===== config.mk =====
export PLATFORM = sky130hd
export DESIGN_NAME = imem_port_arbiter_flat
export DESIGN_NICKNAME = d
export VERILOG_FILES = /design/src/rtl/imem_port_arbiter_pkg.sv /design/src/rtl/imem_port_arbiter_if.sv /design/src/rtl/imem_port_arbiter.sv /design/src/flat_wrapper.sv
export SDC_FILE = /design/constraint.sdc
export NUM_CORES = 1
export LEC_CHECK = 0
export CAP_MARGIN = 20
export CORE_UTILIZATION = 20
export DETAILED_ROUTE_END_ITERATION = 8
export MAX_ROUTING_LAYER = met4
export PLACE_DENSITY_LB_ADDON = 0.3
export SLEW_MARGIN = 5
export SYNTH_ARGS = -nofsm -noshare
export SYNTH_HDL_FRONTEND = slang
export SYNTH_SLANG_ARGS = --single-unit
export TNS_END_PERCENT = 1

===== constraint.sdc =====
create_clock -name clk -period 1.8 [get_ports clk]
set_input_delay 0.36 -clock clk [delete_from_list [all_inputs] [get_ports clk]]
set_output_delay 0.36 -clock clk [all_outputs]
set_load 0.02 [all_outputs]

===== src/rtl/imem_port_arbiter_pkg.sv =====
// rtl/imem_port_arbiter_pkg.sv - shared sizes and FSM state encoding for the instruction memory port arbiter
package imem_pkg;

    localparam int IMEM_ADDR_W = 14;
    localparam int IMEM_DEPTH  = 16384;
    localparam int IMEM_DATA_W = 32;

    typedef enum logic [1:0] {
        RUN     = 2'd0,
        DRAIN   = 2'd1,
        LOAD    = 2'd2,
        RESTART = 2'd3
    } imem_state_e;

endpackage


===== src/rtl/imem_port_arbiter_if.sv =====
// rtl/imem_port_arbiter_if.sv - fetch, loader and instruction RAM signals of the port arbiter
interface imem_port_arbiter_if
    import imem_pkg::*;
#(
    parameter int ADDR_W = IMEM_ADDR_W,
    parameter int DATA_W = IMEM_DATA_W
) ();

    logic              f_req;
    logic [ADDR_W-1:0] f_addr;
    logic              f_stall;
    logic              f_valid;
    logic [DATA_W-1:0] f_rdata;

    logic              ld_req;
    logic [ADDR_W-1:0] ld_addr;
    logic [DATA_W-1:0] ld_wdata;
    logic              ld_done;
    logic              ld_ack;
    logic              ld_err;
    logic              cpu_hold;

    logic              mem_en;
    logic              mem_we;
    logic [ADDR_W-1:0] mem_addr;
    logic [DATA_W-1:0] mem_wdata;
    logic [DATA_W-1:0] mem_rdata;

    modport slave (
        input  f_req, f_addr, ld_req, ld_addr, ld_wdata, ld_done, mem_rdata,
        output f_stall, f_valid, f_rdata, ld_ack, ld_err, cpu_hold,
        output mem_en, mem_we, mem_addr, mem_wdata
    );

    modport master (
        output f_req, f_addr, ld_req, ld_addr, ld_wdata, ld_done, mem_rdata,
        input  f_stall, f_valid, f_rdata, ld_ack, ld_err, cpu_hold,
        input  mem_en, mem_we, mem_addr, mem_wdata
    );

endinterface


===== src/rtl/imem_port_arbiter.sv =====
// rtl/imem_port_arbiter.sv - shares the instruction RAM between fetch and UART loader; IMEM_LOAD_CNT_EN adds ld_cnt
module imem_port_arbiter
    import imem_pkg::*;
#(
    parameter int ADDR_W = IMEM_ADDR_W,
    parameter int DEPTH  = IMEM_DEPTH,
    parameter int DATA_W = IMEM_DATA_W
) (
    input  logic            clk,
    input  logic            rst,
`ifdef IMEM_LOAD_CNT_EN
    output logic [ADDR_W:0] ld_cnt,
`endif
    imem_port_arbiter_if.slave bus
);

    localparam logic [1:0] S_RUN     = RUN;
    localparam logic [1:0] S_DRAIN   = DRAIN;
    localparam logic [1:0] S_LOAD    = LOAD;
    localparam logic [1:0] S_RESTART = RESTART;

    // One bit wider than the address so DEPTH itself is representable.
    localparam logic [ADDR_W:0] DEPTH_W = (ADDR_W + 1)'(DEPTH);

    logic [1:0]        state;
    logic [1:0]        state_nxt;
    logic              f_valid_q;
    logic              ld_ack_q;
    logic              ld_err_q;
    logic              ld_in_range;
    logic              fetch_go;
    logic              ld_take;
    logic              ld_write;
    logic              load_entry;
    logic              mem_en_c;
    logic              mem_we_c;
    logic              f_stall_c;
    logic [ADDR_W-1:0] mem_addr_c;
    logic [DATA_W-1:0] mem_wdata_c;

    assign ld_in_range = {1'b0, bus.ld_addr} < DEPTH_W;

    // Decide who owns the RAM port this cycle; a loader request always blocks a new fetch.
    always_comb begin
        fetch_go    = (state == S_RUN) && bus.f_req && !bus.ld_req;
        ld_take     = (state == S_LOAD) && bus.ld_req;
        ld_write    = ld_take && ld_in_range;
        mem_en_c    = fetch_go || ld_write;
        mem_we_c    = ld_write;
        f_stall_c   = (state != S_RUN) || bus.ld_req;
        mem_addr_c  = '0;
        mem_wdata_c = '0;
        if (state == S_RUN) begin
            mem_addr_c = bus.f_addr;
        end else if (state == S_LOAD) begin
            mem_addr_c  = bus.ld_addr;
            mem_wdata_c = bus.ld_wdata;
        end
    end

    // Next state: drain a read issued last cycle before handing the port to the loader.
    always_comb begin
        state_nxt = state;
        case (state)
            S_RUN:     if (bus.ld_req) state_nxt = f_valid_q ? S_DRAIN : S_LOAD;
            S_DRAIN:   state_nxt = S_LOAD;
            S_LOAD:    if (bus.ld_done) state_nxt = S_RESTART;
            S_RESTART: state_nxt = S_RUN;
            default:   state_nxt = S_RUN;
        endcase
        load_entry = (state != S_LOAD) && (state_nxt == S_LOAD);
    end

    // FSM, fetch data valid, loader acknowledge and sticky range error.
    always_ff @(posedge clk or negedge rst) begin
        if (!rst) begin
            state     <= S_RUN;
            f_valid_q <= 1'b0;
            ld_ack_q  <= 1'b0;
            ld_err_q  <= 1'b0;
        end else begin
            state     <= state_nxt;
            f_valid_q <= fetch_go;
            ld_ack_q  <= ld_take;
            if (load_entry) begin
                ld_err_q <= 1'b0;
            end else if (ld_take && !ld_in_range) begin
                ld_err_q <= 1'b1;
            end
        end
    end

`ifdef IMEM_LOAD_CNT_EN
    // Count words actually written by the most recent load, saturating at DEPTH.
    always_ff @(posedge clk or negedge rst) begin
        if (!rst) begin
            ld_cnt <= '0;
        end else if (load_entry) begin
            ld_cnt <= '0;
        end else if (ld_write && (ld_cnt != DEPTH_W)) begin
            ld_cnt <= ld_cnt + 1'b1;
        end
    end
`endif

    // RAM-side outputs are forced low while reset is held so no write can land mid-abort.
    assign bus.mem_en    = rst & mem_en_c;
    assign bus.mem_we    = rst & mem_we_c;
    assign bus.mem_addr  = rst ? mem_addr_c : '0;
    assign bus.mem_wdata = rst ? mem_wdata_c : '0;
    assign bus.f_stall   = rst & f_stall_c;
    assign bus.f_valid   = f_valid_q;
    assign bus.f_rdata   = f_valid_q ? bus.mem_rdata : '0;
    assign bus.ld_ack    = ld_ack_q;
    assign bus.ld_err    = ld_err_q;
    assign bus.cpu_hold  = (state != S_RUN);

endmodule


===== src/flat_wrapper.sv =====
// flat-port wrapper written by rule: the top's interface ports become plain ports
module imem_port_arbiter_flat import imem_pkg::*;
#(
    parameter int ADDR_W = IMEM_ADDR_W,
    parameter int DEPTH  = IMEM_DEPTH,
    parameter int DATA_W = IMEM_DATA_W
)
  (clk, rst, bus_f_req, bus_f_addr, bus_ld_req, bus_ld_addr, bus_ld_wdata, bus_ld_done, bus_mem_rdata, bus_f_stall, bus_f_valid, bus_f_rdata, bus_ld_ack, bus_ld_err, bus_cpu_hold, bus_mem_en, bus_mem_we, bus_mem_addr, bus_mem_wdata);
  imem_port_arbiter_if #(.ADDR_W(ADDR_W), .DATA_W(DATA_W)) bus_i ();
  input  logic clk;
  input  logic rst;
  input wire logic [$bits(bus_i.f_req)-1:0] bus_f_req;
  input wire logic [$bits(bus_i.f_addr)-1:0] bus_f_addr;
  input wire logic [$bits(bus_i.ld_req)-1:0] bus_ld_req;
  input wire logic [$bits(bus_i.ld_addr)-1:0] bus_ld_addr;
  input wire logic [$bits(bus_i.ld_wdata)-1:0] bus_ld_wdata;
  input wire logic [$bits(bus_i.ld_done)-1:0] bus_ld_done;
  input wire logic [$bits(bus_i.mem_rdata)-1:0] bus_mem_rdata;
  output wire logic [$bits(bus_i.f_stall)-1:0] bus_f_stall;
  output wire logic [$bits(bus_i.f_valid)-1:0] bus_f_valid;
  output wire logic [$bits(bus_i.f_rdata)-1:0] bus_f_rdata;
  output wire logic [$bits(bus_i.ld_ack)-1:0] bus_ld_ack;
  output wire logic [$bits(bus_i.ld_err)-1:0] bus_ld_err;
  output wire logic [$bits(bus_i.cpu_hold)-1:0] bus_cpu_hold;
  output wire logic [$bits(bus_i.mem_en)-1:0] bus_mem_en;
  output wire logic [$bits(bus_i.mem_we)-1:0] bus_mem_we;
  output wire logic [$bits(bus_i.mem_addr)-1:0] bus_mem_addr;
  output wire logic [$bits(bus_i.mem_wdata)-1:0] bus_mem_wdata;
  assign bus_i.f_req = bus_f_req;
  assign bus_i.f_addr = bus_f_addr;
  assign bus_i.ld_req = bus_ld_req;
  assign bus_i.ld_addr = bus_ld_addr;
  assign bus_i.ld_wdata = bus_ld_wdata;
  assign bus_i.ld_done = bus_ld_done;
  assign bus_i.mem_rdata = bus_mem_rdata;
  assign bus_f_stall = bus_i.f_stall;
  assign bus_f_valid = bus_i.f_valid;
  assign bus_f_rdata = bus_i.f_rdata;
  assign bus_ld_ack = bus_i.ld_ack;
  assign bus_ld_err = bus_i.ld_err;
  assign bus_cpu_hold = bus_i.cpu_hold;
  assign bus_mem_en = bus_i.mem_en;
  assign bus_mem_we = bus_i.mem_we;
  assign bus_mem_addr = bus_i.mem_addr;
  assign bus_mem_wdata = bus_i.mem_wdata;
  imem_port_arbiter #(.ADDR_W(ADDR_W), .DEPTH(DEPTH), .DATA_W(DATA_W)) u_core (.clk(clk), .rst(rst), .bus(bus_i));
endmodule

==> impl_metrics.csv <==
group,metric,value,unit
timing,fmax,0.5043,GHz
route,drtPass1Iterations,6,
timing,hold_ws,324.9,ps
clocking,clock_sinks,4,
logic_synthesis,synth_cells,133,
timing,finalWorstSetupSlack,-183.0,ps
setup_path,cp.required,1440,ps
clocking,cts_root_buffer,"clkbuf_8",
final_layout,mostFrequentLayoutCell,"clkdlybuf4s50_1",
setup_path,cpMostUsedCell,"buf_4",
global_route,grt_overflow,0,
floorplan,core_area,4504,um^2
route,wl_per_cell,14.91,um
setup_path,crit_buf_inv,3,
clocking,clk_latency,210,ps
logic_synthesis,synth.distinct_cells,19,
power_and_ir_drop,power-per-cell-area,990.5,nW/um^2
setup_path,start_kind,"flop",
timing,period_share,110.2,%
final_layout,antenna_cells,0,
setup_path,rr_startpoint,"u_core.state[1]",
logic_synthesis,synth_nets,234,
route,vias,1685,
floorplan,initial_core_util,21.39,%
final_layout,layout.nets,436,
setup_path,r2r_end,"u_core.state[0]",
timing,rsz0062_at_grt,"yes",
global_route,antenna_found_initial,0,
setup_path,endpoint_kind,"primary output",
clocking,clkTransAtPathRegs,30,ps
placed_design,place_hpwl,4190,um
setup_path,arrival,1620,ps
timing,finalHoldViolations,0,
final_layout,drive_gt1_share,38.14,%
logic_synthesis,yosysWarningCount,0,
timing,period_needed,1983,ps
global_route,grt_max_degree,31,
setup_path,reg2regPathDepth,6,
route,drc,13,
final_layout,final_cells,385,
logic_synthesis,avgSynthCellArea,7.244,um^2
final_layout,fin_util,72.50,%
route,routed_wl,5742,um
route,ant_nets,0,
global_route,grt.met2_usage,42.01,%
power_and_ir_drop,vdd_drop_max,686.1,uV
floorplan,die_area,5099,um^2
floorplan,die_y,71.41,um
global_route,grt_pass1_vias,1643,
timing,report.final.slew_viol_count,0,
setup_path,worst-path-max-fanout,5,
setup_path,cp.depth,7,
floorplan,io_pins,182,
clocking,cts_tree,"yes",
global_route,busiest_layer,"met2",
placed_design,place_inst,374,
outcome,status,"finished, violations left",
setup_path,path_cells,"buf_4, ha_4, and2b_2, buf_6, a22oi_2, nor2b_1, buf_4",
timing,setup_viol,47,
global_route,gr-usage-met3,4.501,%
logic_synthesis,ys_seq_elements,4,
timing,skew,2.378,ps
setup_path,ff2ff_setup_slack,270,ps
route,vias_per_cell,4.377,
hold_path,hp-class,"input port to asynchronous set/reset pin",
setup_path,crit_family,"buffers and inverters",
route,drtIter0Drc,31,
placed_design,place.gp.congestion,0.7691,
flow_run,drv_cap,0,
clocking,htreeDepth,1,
setup_path,slowest_delay,390,ps
global_route,grt_pass1_wl,8459,um
power_and_ir_drop,power.leakage,1.582,nW
clocking,hold_buffers,0,
outcome,violations,"DRC, setup timing",
clocking,clk_path_buf_depth,2,
clocking,cts_buffers,3,
placed_design,portBuffers,180,
final_layout,syn_to_final_growth,239.0,%
floorplan,die_w,71.41,um
global_route,grt_use_met1,22.95,%
global_route,grtUsageTotal,21.78,%
final_layout,final_cell_mix,"clkdlybuf4s50_1 (97), buf_6 (45), and2_1 (44)",
logic_synthesis,ys_seq_area_share,10.39,%
floorplan,rows,24,
setup_path,slowest_stage,"dfrtp_1",
logic_synthesis,synthesis.area,963.4,um^2
setup_path,critPathKind,"flop to primary output",
-- kinds of logic (layout without fill, tap and decap cells) --
group	Yosys count	count (layout)	synth area share, %
muxes	4	4	4.156
AOI/OAI and AO/OA	17	17	12.99
and+or+nand+nor	86	86	55.98
adders and majority gates	4	4	5.195
DFF	4	4	10.39
other	1	1	0.3892
buffers and inverters	17	217	10.91
-- state kept, by name (all words and copies together) (netlist names) --
signal / count
u_core.state: 2
u_core.bus.ld_ack: 1
u_core.bus.f_valid: 1
-- layout make-up --
type	instances	area [um^2]
inverter	6	22.52
sequential	4	100.1
tap	52	65.06
fill	362	1239
clock buffer	3	41.29
timing repair buffer	208	2096
multi-input combinational	112	940.9
-- Yosys cell counts (all sizes together) --
library cell	count	area, um^2
a21boi	1	7.510
o21ai	1	5.000
inv	6	22.52
clkbuf	4	15.01
nand2	3	13.77
and2b	1	7.510
ha	4	50.05
nor2b	13	81.33
conb	1	3.750
nor2	1	11.26
and2	66	412.9
mux2i	4	40.04
dfrtp	4	100.1
and3	2	12.51
a22oi	14	105.1
buf	7	67.56
o21a	1	7.510
-- per-stage QoR --
| step | total power [mW] | area [um^2] | worst slack, ps | setup TNS (ps) |
|---|---|---|---|---|
| 4_1_cts | 3.086 | 3206 | -175.2 | -6497 |
| 6_report | 3.234 | 3266 | -183.0 | -7350 |
| 3_3_place_gp | 2.367 | 2923 | -503.7 | -24470 |
| 2_1_floorplan | 1.263 | 963.4 | 60.94 | 0 |
| 3_5_place_dp | 2.395 | 2923 | -514.1 | -24810 |
| 5_1_grt | 3.410 | 3266 | -261.9 | -10020 |
-- what timing repair did --
action                                 in CTS  in global routing
setup endpoints to repair                  82                 50
endpoints found under the hold margin       0                  0
gates resized for setup                   364                 17
buffers inserted                            4                  1
gates cloned                                3                  0
pin swaps                                  24                  3
-- where the power goes --
part	internal (mW)	switching (mW)
Combinational	1.62	1.29
Sequential	0.124	0.0193
Clock	0.142	0.0414
Total	1.88	1.35
-- tightest hold or removal path: stages --
cell,delay (ps)
dlymetal6s2s_1,120
buf_4,220
buf_4,160
-- layer usage --
layer  share of wire [%]  routed length, um  up-vias
li1                    -                  -      823
met3                 8.6                492        4
met2                  56               3199       83
met4                 1.0                 59        0
met5                   0                  0        -
met1                  35               1991      775
-- worst max path at each step --
stage	startpoint	to	slack, ps
5_1_grt	u_core.state[0]	bus_mem_addr[9]	-260
2_1_floorplan	u_core.state[0]	bus_mem_addr[2]	60
3_5_place_dp	rst	bus_mem_wdata[7]	-510
6_report	u_core.state[1]	bus_mem_addr[4]	-180
4_1_cts	u_core.state[1]	bus_mem_addr[10]	-180
3_3_place_gp	rst	bus_mem_wdata[27]	-500
Note: power is estimated with default switching activity, not from simulation.
